[src/rtl/udp_rx_filter.sv]
// udp_rx_filter: receive-side Ethernet/IPv4/UDP header parser and address filter.
// Consumes one frame at a time starting at the destination MAC (no preamble/FCS),
// forwards only the UDP payload of frames addressed to this station, and reports
// every frame with a one-cycle frame_ok or frame_drop pulse.
//
// Ports:
//   wb_clk_i, wb_rst_i      clock, asynchronous active-high reset
//   mac_addr/ip_addr/port   station CSRs, latched at the first byte of each frame
//   rx_valid/rx_data/rx_last  input byte stream (gaps allowed)
//   pl_valid/pl_data/pl_last/pl_err  payload stream, one cycle behind the input
//   pl_len                  UDP length - 8 of the current/last accepted frame
//   frame_ok/frame_drop     per-frame status pulse, one cycle after rx_last
//   drop_cnt                saturating count of dropped frames
module udp_rx_filter #(
    parameter int unsigned OCT = 8
) (
    input  logic               wb_clk_i,
    input  logic               wb_rst_i,
    input  logic [6*OCT-1:0]   mac_addr,
    input  logic [4*OCT-1:0]   ip_addr,
    input  logic [2*OCT-1:0]   port,
    input  logic               rx_valid,
    input  logic [OCT-1:0]     rx_data,
    input  logic               rx_last,
    output logic               pl_valid,
    output logic [OCT-1:0]     pl_data,
    output logic               pl_last,
    output logic               pl_err,
    output logic [2*OCT-1:0]   pl_len,
    output logic               frame_ok,
    output logic               frame_drop,
    output logic [2*OCT-1:0]   drop_cnt
);

    typedef enum logic [2:0] {
        StIdle, StEth, StIp, StUdp, StPayload, StPad, StDrop
    } state_e;

    state_e             state_q, state_d;
    logic [5:0]         idx_q, idx_d;
    logic [2*OCT-1:0]   cnt_q, cnt_d;
    logic [6*OCT-1:0]   mac_q, mac_d;
    logic [4*OCT-1:0]   ip_q, ip_d;
    logic [2*OCT-1:0]   port_q, port_d;
    logic               ucast_q, ucast_d, bcast_q, bcast_d;
    logic [OCT-1:0]     len_hi_q, len_hi_d;
    logic [2*OCT-1:0]   udp_len_q, udp_len_d;
    logic               pl_valid_d, pl_last_d, pl_err_d, frame_ok_d, frame_drop_d;
    logic [OCT-1:0]     pl_data_d;
    logic [2*OCT-1:0]   pl_len_d;

    // Byte 0 arrives in IDLE and must be compared against the live CSRs,
    // which are latched at that same edge.
    logic [6*OCT-1:0]   cur_mac;
    logic [4*OCT-1:0]   cur_ip;
    logic [2*OCT-1:0]   cur_port;
    logic [5:0]         byte_idx;
    logic [OCT-1:0]     mac_byte, exp_byte;
    logic               chk, ucast_n, bcast_n, hdr_ok;
    logic [2*OCT-1:0]   udp_len_n;

    assign cur_mac  = (state_q == StIdle) ? mac_addr : mac_q;
    assign cur_ip   = (state_q == StIdle) ? ip_addr  : ip_q;
    assign cur_port = (state_q == StIdle) ? port     : port_q;
    assign byte_idx = (state_q == StIdle) ? 6'd0     : idx_q;

    always_comb begin
        mac_byte = '0;
        exp_byte = '0;
        chk      = 1'b0;
        case (byte_idx)
            6'd0:  mac_byte = cur_mac[6*OCT-1 -: OCT];
            6'd1:  mac_byte = cur_mac[5*OCT-1 -: OCT];
            6'd2:  mac_byte = cur_mac[4*OCT-1 -: OCT];
            6'd3:  mac_byte = cur_mac[3*OCT-1 -: OCT];
            6'd4:  mac_byte = cur_mac[2*OCT-1 -: OCT];
            6'd5:  mac_byte = cur_mac[OCT-1:0];
            6'd12: begin chk = 1'b1; exp_byte = OCT'(8'h08); end
            6'd13: begin chk = 1'b1; exp_byte = OCT'(8'h00); end
            6'd14: begin chk = 1'b1; exp_byte = OCT'(8'h45); end
            6'd23: begin chk = 1'b1; exp_byte = OCT'(8'h11); end
            6'd30: begin chk = 1'b1; exp_byte = cur_ip[4*OCT-1 -: OCT]; end
            6'd31: begin chk = 1'b1; exp_byte = cur_ip[3*OCT-1 -: OCT]; end
            6'd32: begin chk = 1'b1; exp_byte = cur_ip[2*OCT-1 -: OCT]; end
            6'd33: begin chk = 1'b1; exp_byte = cur_ip[OCT-1:0]; end
            6'd36: begin chk = 1'b1; exp_byte = cur_port[2*OCT-1 -: OCT]; end
            6'd37: begin chk = 1'b1; exp_byte = cur_port[OCT-1:0]; end
            default: ;
        endcase
    end

    // Unicast and broadcast are tracked separately; the frame survives the MAC
    // field while either is still possible.
    always_comb begin
        ucast_n = (state_q == StIdle) ? 1'b1 : ucast_q;
        bcast_n = (state_q == StIdle) ? 1'b1 : bcast_q;
        if (byte_idx < 6'd6) begin
            ucast_n = ucast_n & (rx_data == mac_byte);
            bcast_n = bcast_n & (rx_data == '1);
        end
        udp_len_n = {len_hi_q, rx_data};
        hdr_ok    = (ucast_n | bcast_n) & (~chk | (rx_data == exp_byte));
        if ((byte_idx == 6'd39) && (udp_len_n < (2*OCT)'(8))) begin
            hdr_ok = 1'b0;
        end
    end

    always_comb begin
        state_d      = state_q;
        idx_d        = idx_q;
        cnt_d        = cnt_q;
        mac_d        = mac_q;
        ip_d         = ip_q;
        port_d       = port_q;
        ucast_d      = ucast_q;
        bcast_d      = bcast_q;
        len_hi_d     = len_hi_q;
        udp_len_d    = udp_len_q;
        pl_valid_d   = 1'b0;
        pl_data_d    = pl_data;
        pl_last_d    = 1'b0;
        pl_err_d     = 1'b0;
        pl_len_d     = pl_len;
        frame_ok_d   = 1'b0;
        frame_drop_d = 1'b0;
        if (rx_valid) begin
            case (state_q)
                StIdle, StEth, StIp, StUdp: begin
                    if (state_q == StIdle) begin
                        mac_d  = mac_addr;
                        ip_d   = ip_addr;
                        port_d = port;
                    end
                    ucast_d = ucast_n;
                    bcast_d = bcast_n;
                    if (byte_idx == 6'd38) len_hi_d = rx_data;
                    if (byte_idx == 6'd39) udp_len_d = udp_len_n;
                    idx_d = byte_idx + 6'd1;
                    if (rx_last) begin
                        frame_drop_d = 1'b1;
                        state_d      = StIdle;
                    end else if (!hdr_ok) begin
                        state_d = StDrop;
                    end else if (byte_idx == 6'd13) begin
                        state_d = StIp;
                    end else if (byte_idx == 6'd33) begin
                        state_d = StUdp;
                    end else if (byte_idx == 6'd41) begin
                        pl_len_d = udp_len_q - (2*OCT)'(8);
                        cnt_d    = '0;
                        state_d  = (udp_len_q == (2*OCT)'(8)) ? StPad : StPayload;
                    end else if (state_q == StIdle) begin
                        state_d = StEth;
                    end
                end
                StPayload: begin
                    pl_valid_d = 1'b1;
                    pl_data_d  = rx_data;
                    cnt_d      = cnt_q + (2*OCT)'(1);
                    if (cnt_d == pl_len) begin
                        pl_last_d  = 1'b1;
                        frame_ok_d = rx_last;
                        state_d    = rx_last ? StIdle : StPad;
                    end else if (rx_last) begin
                        pl_last_d    = 1'b1;
                        pl_err_d     = 1'b1;
                        frame_drop_d = 1'b1;
                        state_d      = StIdle;
                    end
                end
                StPad: begin
                    if (rx_last) begin
                        frame_ok_d = 1'b1;
                        state_d    = StIdle;
                    end
                end
                StDrop: begin
                    if (rx_last) begin
                        frame_drop_d = 1'b1;
                        state_d      = StIdle;
                    end
                end
                default: state_d = StIdle;
            endcase
        end
    end

    always_ff @(posedge wb_clk_i or posedge wb_rst_i) begin
        if (wb_rst_i) begin
            state_q    <= StIdle;
            idx_q      <= '0;
            cnt_q      <= '0;
            mac_q      <= '0;
            ip_q       <= '0;
            port_q     <= '0;
            ucast_q    <= 1'b0;
            bcast_q    <= 1'b0;
            len_hi_q   <= '0;
            udp_len_q  <= '0;
            pl_valid   <= 1'b0;
            pl_data    <= '0;
            pl_last    <= 1'b0;
            pl_err     <= 1'b0;
            pl_len     <= '0;
            frame_ok   <= 1'b0;
            frame_drop <= 1'b0;
            drop_cnt   <= '0;
        end else begin
            state_q    <= state_d;
            idx_q      <= idx_d;
            cnt_q      <= cnt_d;
            mac_q      <= mac_d;
            ip_q       <= ip_d;
            port_q     <= port_d;
            ucast_q    <= ucast_d;
            bcast_q    <= bcast_d;
            len_hi_q   <= len_hi_d;
            udp_len_q  <= udp_len_d;
            pl_valid   <= pl_valid_d;
            pl_data    <= pl_data_d;
            pl_last    <= pl_last_d;
            pl_err     <= pl_err_d;
            pl_len     <= pl_len_d;
            frame_ok   <= frame_ok_d;
            frame_drop <= frame_drop_d;
            if (frame_drop_d && (drop_cnt != '1)) begin
                drop_cnt <= drop_cnt + (2*OCT)'(1);
            end
        end
    end

endmodule

[config.mk]
export PLATFORM = sky130hd
export DESIGN_NAME = udp_rx_filter
export DESIGN_NICKNAME = d
export VERILOG_FILES = /design/src/rtl/udp_rx_filter.sv
export SDC_FILE = /design/constraint.sdc
export NUM_CORES = 1
export LEC_CHECK = 0
export BUFFER_PORTS_ARGS = -buffer_cell sky130_fd_sc_hd__buf_2
export CORE_MARGIN = 5
export CORE_UTILIZATION = 62
export CTS_CLUSTER_DIAMETER = 30
export DETAILED_ROUTE_END_ITERATION = 8
export PLACE_DENSITY_LB_ADDON = 0.05
export SETUP_SLACK_MARGIN = 0.05
export SYNTH_ARGS = -nofsm -noshare
export SYNTH_HDL_FRONTEND = slang
export SYNTH_SLANG_ARGS = --single-unit
export TNS_END_PERCENT = 10
[constraint.sdc]
create_clock -name wb_clk_i -period 10.7 [get_ports wb_clk_i]
set_clock_uncertainty 0.05 [all_clocks]
set_input_delay 1.605 -clock wb_clk_i [delete_from_list [all_inputs] [get_ports wb_clk_i]]
set_output_delay 1.605 -clock wb_clk_i [all_outputs]
set_load 0.05 [all_outputs]
Word level (Yosys, flattened, before mapping). Cells that the tools add are included.

Bits of input ports: 108. Output and inout bits: 45. Bits in registers: 192.

Bitwise gates (word level): 9. Add/subtract/negate cells: 4. Reduce and logical (&&, ||, !) cells: 16. Equality and inequality tests: 36. Muxes and demuxes: 43. $lt $le $gt $ge: 2.

Operators with widths (count): two-way mux 16 bit (6); one-hot mux 8 bit (9 select lines) (1); two-way mux 48 bit (1); one-hot mux 8 bit (6 select lines) (1); equality test 6 bit (second input constant) (7); adder 16 x 1 -> 16 bit (second input constant) (2); two-way mux 32 bit (1); one-hot mux 16 bit (2 select lines) (1); two-way mux 3 bit (9); two-way mux 1 bit (19); equality test 6 x 4 -> 1 bit (second input constant) (3); equality test 6 x 5 -> 1 bit (second input constant) (3); equality test 16 bit (1); equality test 16 x 4 -> 1 bit (second input constant) (1); equality test 8 bit (2); < comparator 16 x 4 -> 1 bit (second input constant) (1); inequality test 16 bit (second input constant) (1); subtractor 16 x 4 -> 16 bit (second input constant) (1); AND reduction 7 bit (2); equality test 6 x 2 -> 1 bit (second input constant) (2); equality test 6 x 3 -> 1 bit (second input constant) (2); inequality test 2 bit (second input constant) (5); OR reduction 10 bit (1); equality test 3 bit (second input constant) (3); 22 further kinds (34).

Logic depth before layout (Yosys ltp).
Word-level depth: 13. Mapped depth: 15. Depth with buffers taken out: 11.

Worst setup path before layout. OpenSTA, ideal clock, no wires.

Kind: input-to-reg. Start point: in mac_addr[42]. End point: reg pl_len[0]. Arrival: 3.782 ns. Buffers on the path: 2. Stages: 11. Required time: 10.525 ns. Setup slack: 6.742 ns. Cells stage by stage: mux2i_1 > o22ai_1 > a311o_1 > xor2_1 > or2_1 > o41ai_2 > nand2_2 > or3_1 > buf_6 > buf_12 > mux2_4.

Cells in the longest elaborated chain, start to end: 9.

Ends and longest elaborated chain: from (decl) (RTL line 19) `input logic [6*OCT-1:0] mac_addr,`; two-way mux 48 bit; one-hot mux 8 bit (6 select lines) (RTL line 71) `case (byte_idx)`; equality test 8 bit (RTL line 98) `ucast_n = ucast_n & (rx_data == mac_byte);`; AND 1 bit (RTL line 98); two-way mux 1 bit (RTL line 97) `if (byte_idx < 6'd6) begin`; bitwise OR 1 bit (RTL line 102) `hdr_ok = (ucast_n | bcast_n) & (~chk | (rx_data == exp_byte));`; AND 1 bit (RTL line 102); two-way mux 1 bit (RTL line 103) `if ((byte_idx == 6'd39) && (udp_len_n < (2*OCT)'(8))) begin`; AND reduction 7 bit (no line); to (signal assigned) (RTL line 223) `pl_len <= pl_len_d;`; to (decl) (RTL line 29) `output logic [2*OCT-1:0] pl_len,`.

No other way between the ends. A chain may end at the register's enable or synchronous reset.

Final worst setup path.
Start point: reg idx_q[2]. End point: reg pl_len[1].

Cells in the longest elaborated chain, start to end: 10.

Ends and longest elaborated chain: from (decl) (RTL line 40) `logic [5:0] idx_q, idx_d;`; from (signal assigned) (RTL line 210) `idx_q <= idx_d;`; two-way mux 6 bit * (RTL line 65) `assign byte_idx = (state_q == StIdle) ? 6'd0 : idx_q;`; equality test 6 x 3 -> 1 bit (tied with other cells) (RTL line 71); one-hot mux 8 bit (6 select lines) (RTL line 71); equality test 8 bit (RTL line 98); AND 1 bit (RTL line 98); two-way mux 1 bit (RTL line 97); bitwise OR 1 bit (RTL line 102); AND 1 bit (RTL line 102); two-way mux 1 bit (RTL line 103); AND reduction 7 bit (no line) *.

Every way passes the cells marked *; elsewhere a longest branch is shown, timed or not.

==> flow_summary.json <==
{
  "rr_startpoint": "idx_q[2]",
  "syn_avg_cell_area_um2": 9.158,
  "r2r_slack_ps": 6340,
  "ant_nets": 0,
  "leakage_nw": 5.766,
  "hold_buffers": 0,
  "final_area_um2": 11330,
  "grt_setup_unrepaired": "false",
  "tightest_slew_ps": 999.8,
  "hold_path.class": "reg2reg",
  "whs_ps": 425.4,
  "layout_setup_ws_ps": 6342,
  "cts_buffers": 17,
  "drc": 0,
  "insertedDiodeCount": 0,
  "synth_compound_area_share_pct": 7.552,
  "gp_congestion": 0.9038,
  "whs_path_depth": 2,
  "cts_tree": "yes",
  "r2r-end": "pl_len[1]",
  "maxSlewViolCount": 0,
  "fmax_ghz": 0.2295,
  "clk_pin_slew_ps": 70,
  "cp.arrival_ps": 4630,
  "synth_top_family_by_area": "simple AND/OR/NAND/NOR gates",
  "synth.distinct_cells": 74,
  "dpl_cell_area_um2": 10730,
  "p_total_mw": 2.621,
  "drtPass1Iterations": 5,
  "post_drt_wl_per_cell_um": 17.13,
  "yosysSeqAreaShare_pct": 48.17,
  "timing.final.crit_share_pct": 40.73,
  "nets": 1305,
  "drive_gt1_share_pct": 21.04,
  "synthCells": 1089,
  "multiInputGateArea_um2": 4770,
  "async_flop_share_pct": 100.0,
  "start_kind": "flop",
  "initial_core_util_pct": 63.01,
  "grt_usage_pct": 26.71,
  "die_h_um": 136.8,
  "rows": 46,
  "synthToLayoutAreaGrowth_pct": 13.64,
  "final_hold_viol_count": 0,
  "path_class": "reg2reg",
  "regArea_um2": 4805,
  "setup_viol_count_final": 0,
  "pre_cts_slack_ps": 6259,
  "via_per_inst": 5.791,
  "dieArea_um2": 18720,
  "fin_setup_tns_ps": 0,
  "core-area_um2": 15830,
  "cts_root_buffer": "clkbuf_16",
  "status": "completed",
  "htreeDepth": 4,
  "syn_nets": 1200,
  "critPathLaunch": "idx_q[2]",
  "final.fill_count": 1277,
  "synthAdderAreaFrac_pct": 0.3764,
  "antenna_found_initial": 0,
  "final_util_pct": 71.60,
  "io_pins": 153,
  "grt_pass1_vias": 8009,
  "overflow": 0,
  "min_to": "ip_q[21]",
  "power_density_nw_per_um2": 231.3,
  "synth-main-ff-cell": "dfrtp_1",
  "ys_warn_count": 0,
  "grt_max_degree": 122,
  "num_vias": 8240,
  "synth_edf_count": 0,
  "portBuffers": 152,
  "reg2reg_depth": 10,
  "insertion_delay_ps": 430,
  "wirelength_um": 24380,
  "post_cts.repair.setup_buffers": 0,
  "drtIter0Drc": 628,
  "ys_seq_elements": 192,
  "synth.cell_area_um2": 9973,
  "die_w_um": 136.8,
  "cts_resized": 0,
  "slew_headroom_pct": 33.35,
  "synthXorXnorAreaFrac_pct": 5.533,
  "min_from": "ip_q[21]",
  "grt_pass1_wl_um": 39650,
  "cp.required_ps": 10970,
  "cp_max_fo": 25,
  "dp_cells": 1391,
  "drv_cap": 0,
  "hpwl_um": 17000,
  "finalNonFillerCells": 1423,
  "endpoint_kind": "flop",
  "muxShareOfSynthArea_pct": 8.832,
  "finalCriticalPeriod_ps": 4358,
  "irDropWorstVdd_mv": 0.1257,
  "yosys.area_share.simple_pct": 25.43,
  "clockBufferDepth": 2,
  "cts_sinks": 192
}
## metal layers
layer / vias up / global-route usage (%) / share of wire, %
met1: 4004 / 36.06 / 43
li1: 3929 / - / -
met4: 0 / 8.758 / 2.4
met3: 50 / 4.816 / 5.4
met2: 257 / 44.09 / 49
met5: - / 0 / 0
## cell usage in the layout, fill, tap and decap left out, types with 16 or more instances in the layout
cell type,instances
mux2i_1,28
xnor2_1,40
a21oi_1,19
buf_2,152
xor2_1,23
dfrtp_1,192
clkbuf_16,17
nor3_1,22
mux2_2,32
nor2_1,41
nand4_1,21
o21ai_0,16
inv_1,18
nor4_1,26
nand2_1,351
nand3_1,29
## report_power, final
part           internal [mW]  switching [mW]
Clock                  0.362           0.288
Sequential             0.954           0.177
Combinational          0.316           0.524
Total                   1.63           0.989
## logic make-up (layout without fill, tap and decap cells)
kind of cell,count (synthesis),in the layout
compound gates,103,103
xor+xnor,63,63
fa+ha+maj,3,3
buf+inv,91,209
flops,192,192
mux,73,73
simple gates,564,564
## worst max-delay path by stage
stage | to | slack, ps | depth (start not counted)
final | pl_len[1] | 6340 | 10
after global routing | pl_len[15] | 6130 | 10
after CTS | pl_len[15] | 6380 | 10
after detailed placement | pl_len[15] | 6260 | 10
after global placement | pl_len[0] | 6310 | 10
after floorplan | bcast_q | 3820 | 1
## cell usage after synthesis (all sizes together) (2+ instances only)
master	number	share of area, %
o32a	3	0.30
or4	9	0.68
o2111ai	2	0.18
mux2i	28	2.8
or3	9	0.56
and3	13	0.83
buf	25	1.6
nand2b	7	0.44
nor4	27	1.8
xnor2	40	3.5
a22oi	5	0.38
mux2	39	4.7
o21ai	16	0.80
nand4	21	1.3
o31ai	5	0.38
or2	4	0.25
a211oi	3	0.23
and2	6	0.38
a22o	5	0.44
a21oi	19	0.95
inv	19	0.72
ha	3	0.38
and4	2	0.18
xor2	23	2.0
nor2	41	1.5
a31oi	5	0.31
or3b	2	0.18
clkbuf	46	1.8
o311ai	2	0.18
nand3	29	1.5
nand2	354	13
nor3	24	1.3
nor2b	5	0.31
a32oi	4	0.35
o41ai	2	0.25
o31a	2	0.19
o211ai	2	0.15
nand3b	2	0.15
mux4	6	1.4
a21o	4	0.30
o22ai	3	0.19
nor3b	3	0.23
a211o	10	0.89
nand4b	3	0.26
dfrtp	192	48
## worst max-delay path: stages, from the launching register on
cell,delay (ps)
dfrtp_1,760
or4_1,730
nor2_1,380
a22oi_1,170
o21ai_0,160
xnor2_1,150
nand4_1,160
o41ai_2,390
nand2_2,150
or3_1,720
mux2_4,420
## flip-flops by register name, summed over array words and instances, names as in the netlist
name and count:
frame_drop 1, pl_err 1, frame_ok 1, mac_q 48
port_q 16, pl_last 1, pl_valid 1, pl_len 16
bcast_q 1, cnt_q 16, ip_q 32, udp_len_q 16
state_q 3, idx_q 6, pl_data 8, ucast_q 1
drop_cnt 16, len_hi_q 8
## layout make-up
| cell class | instances | area share, % |
|---|---|---|
| clock buffer | 19 | 3.996 |
| clock inverter | 13 | 1.369 |
| inverter | 20 | 0.7286 |
| tap | 216 | 2.385 |
| timing repair buffer | 157 | 7.043 |
| sequential | 192 | 42.39 |
| multi-input combinational | 806 | 42.08 |
Power figures use the tool's default switching activity.
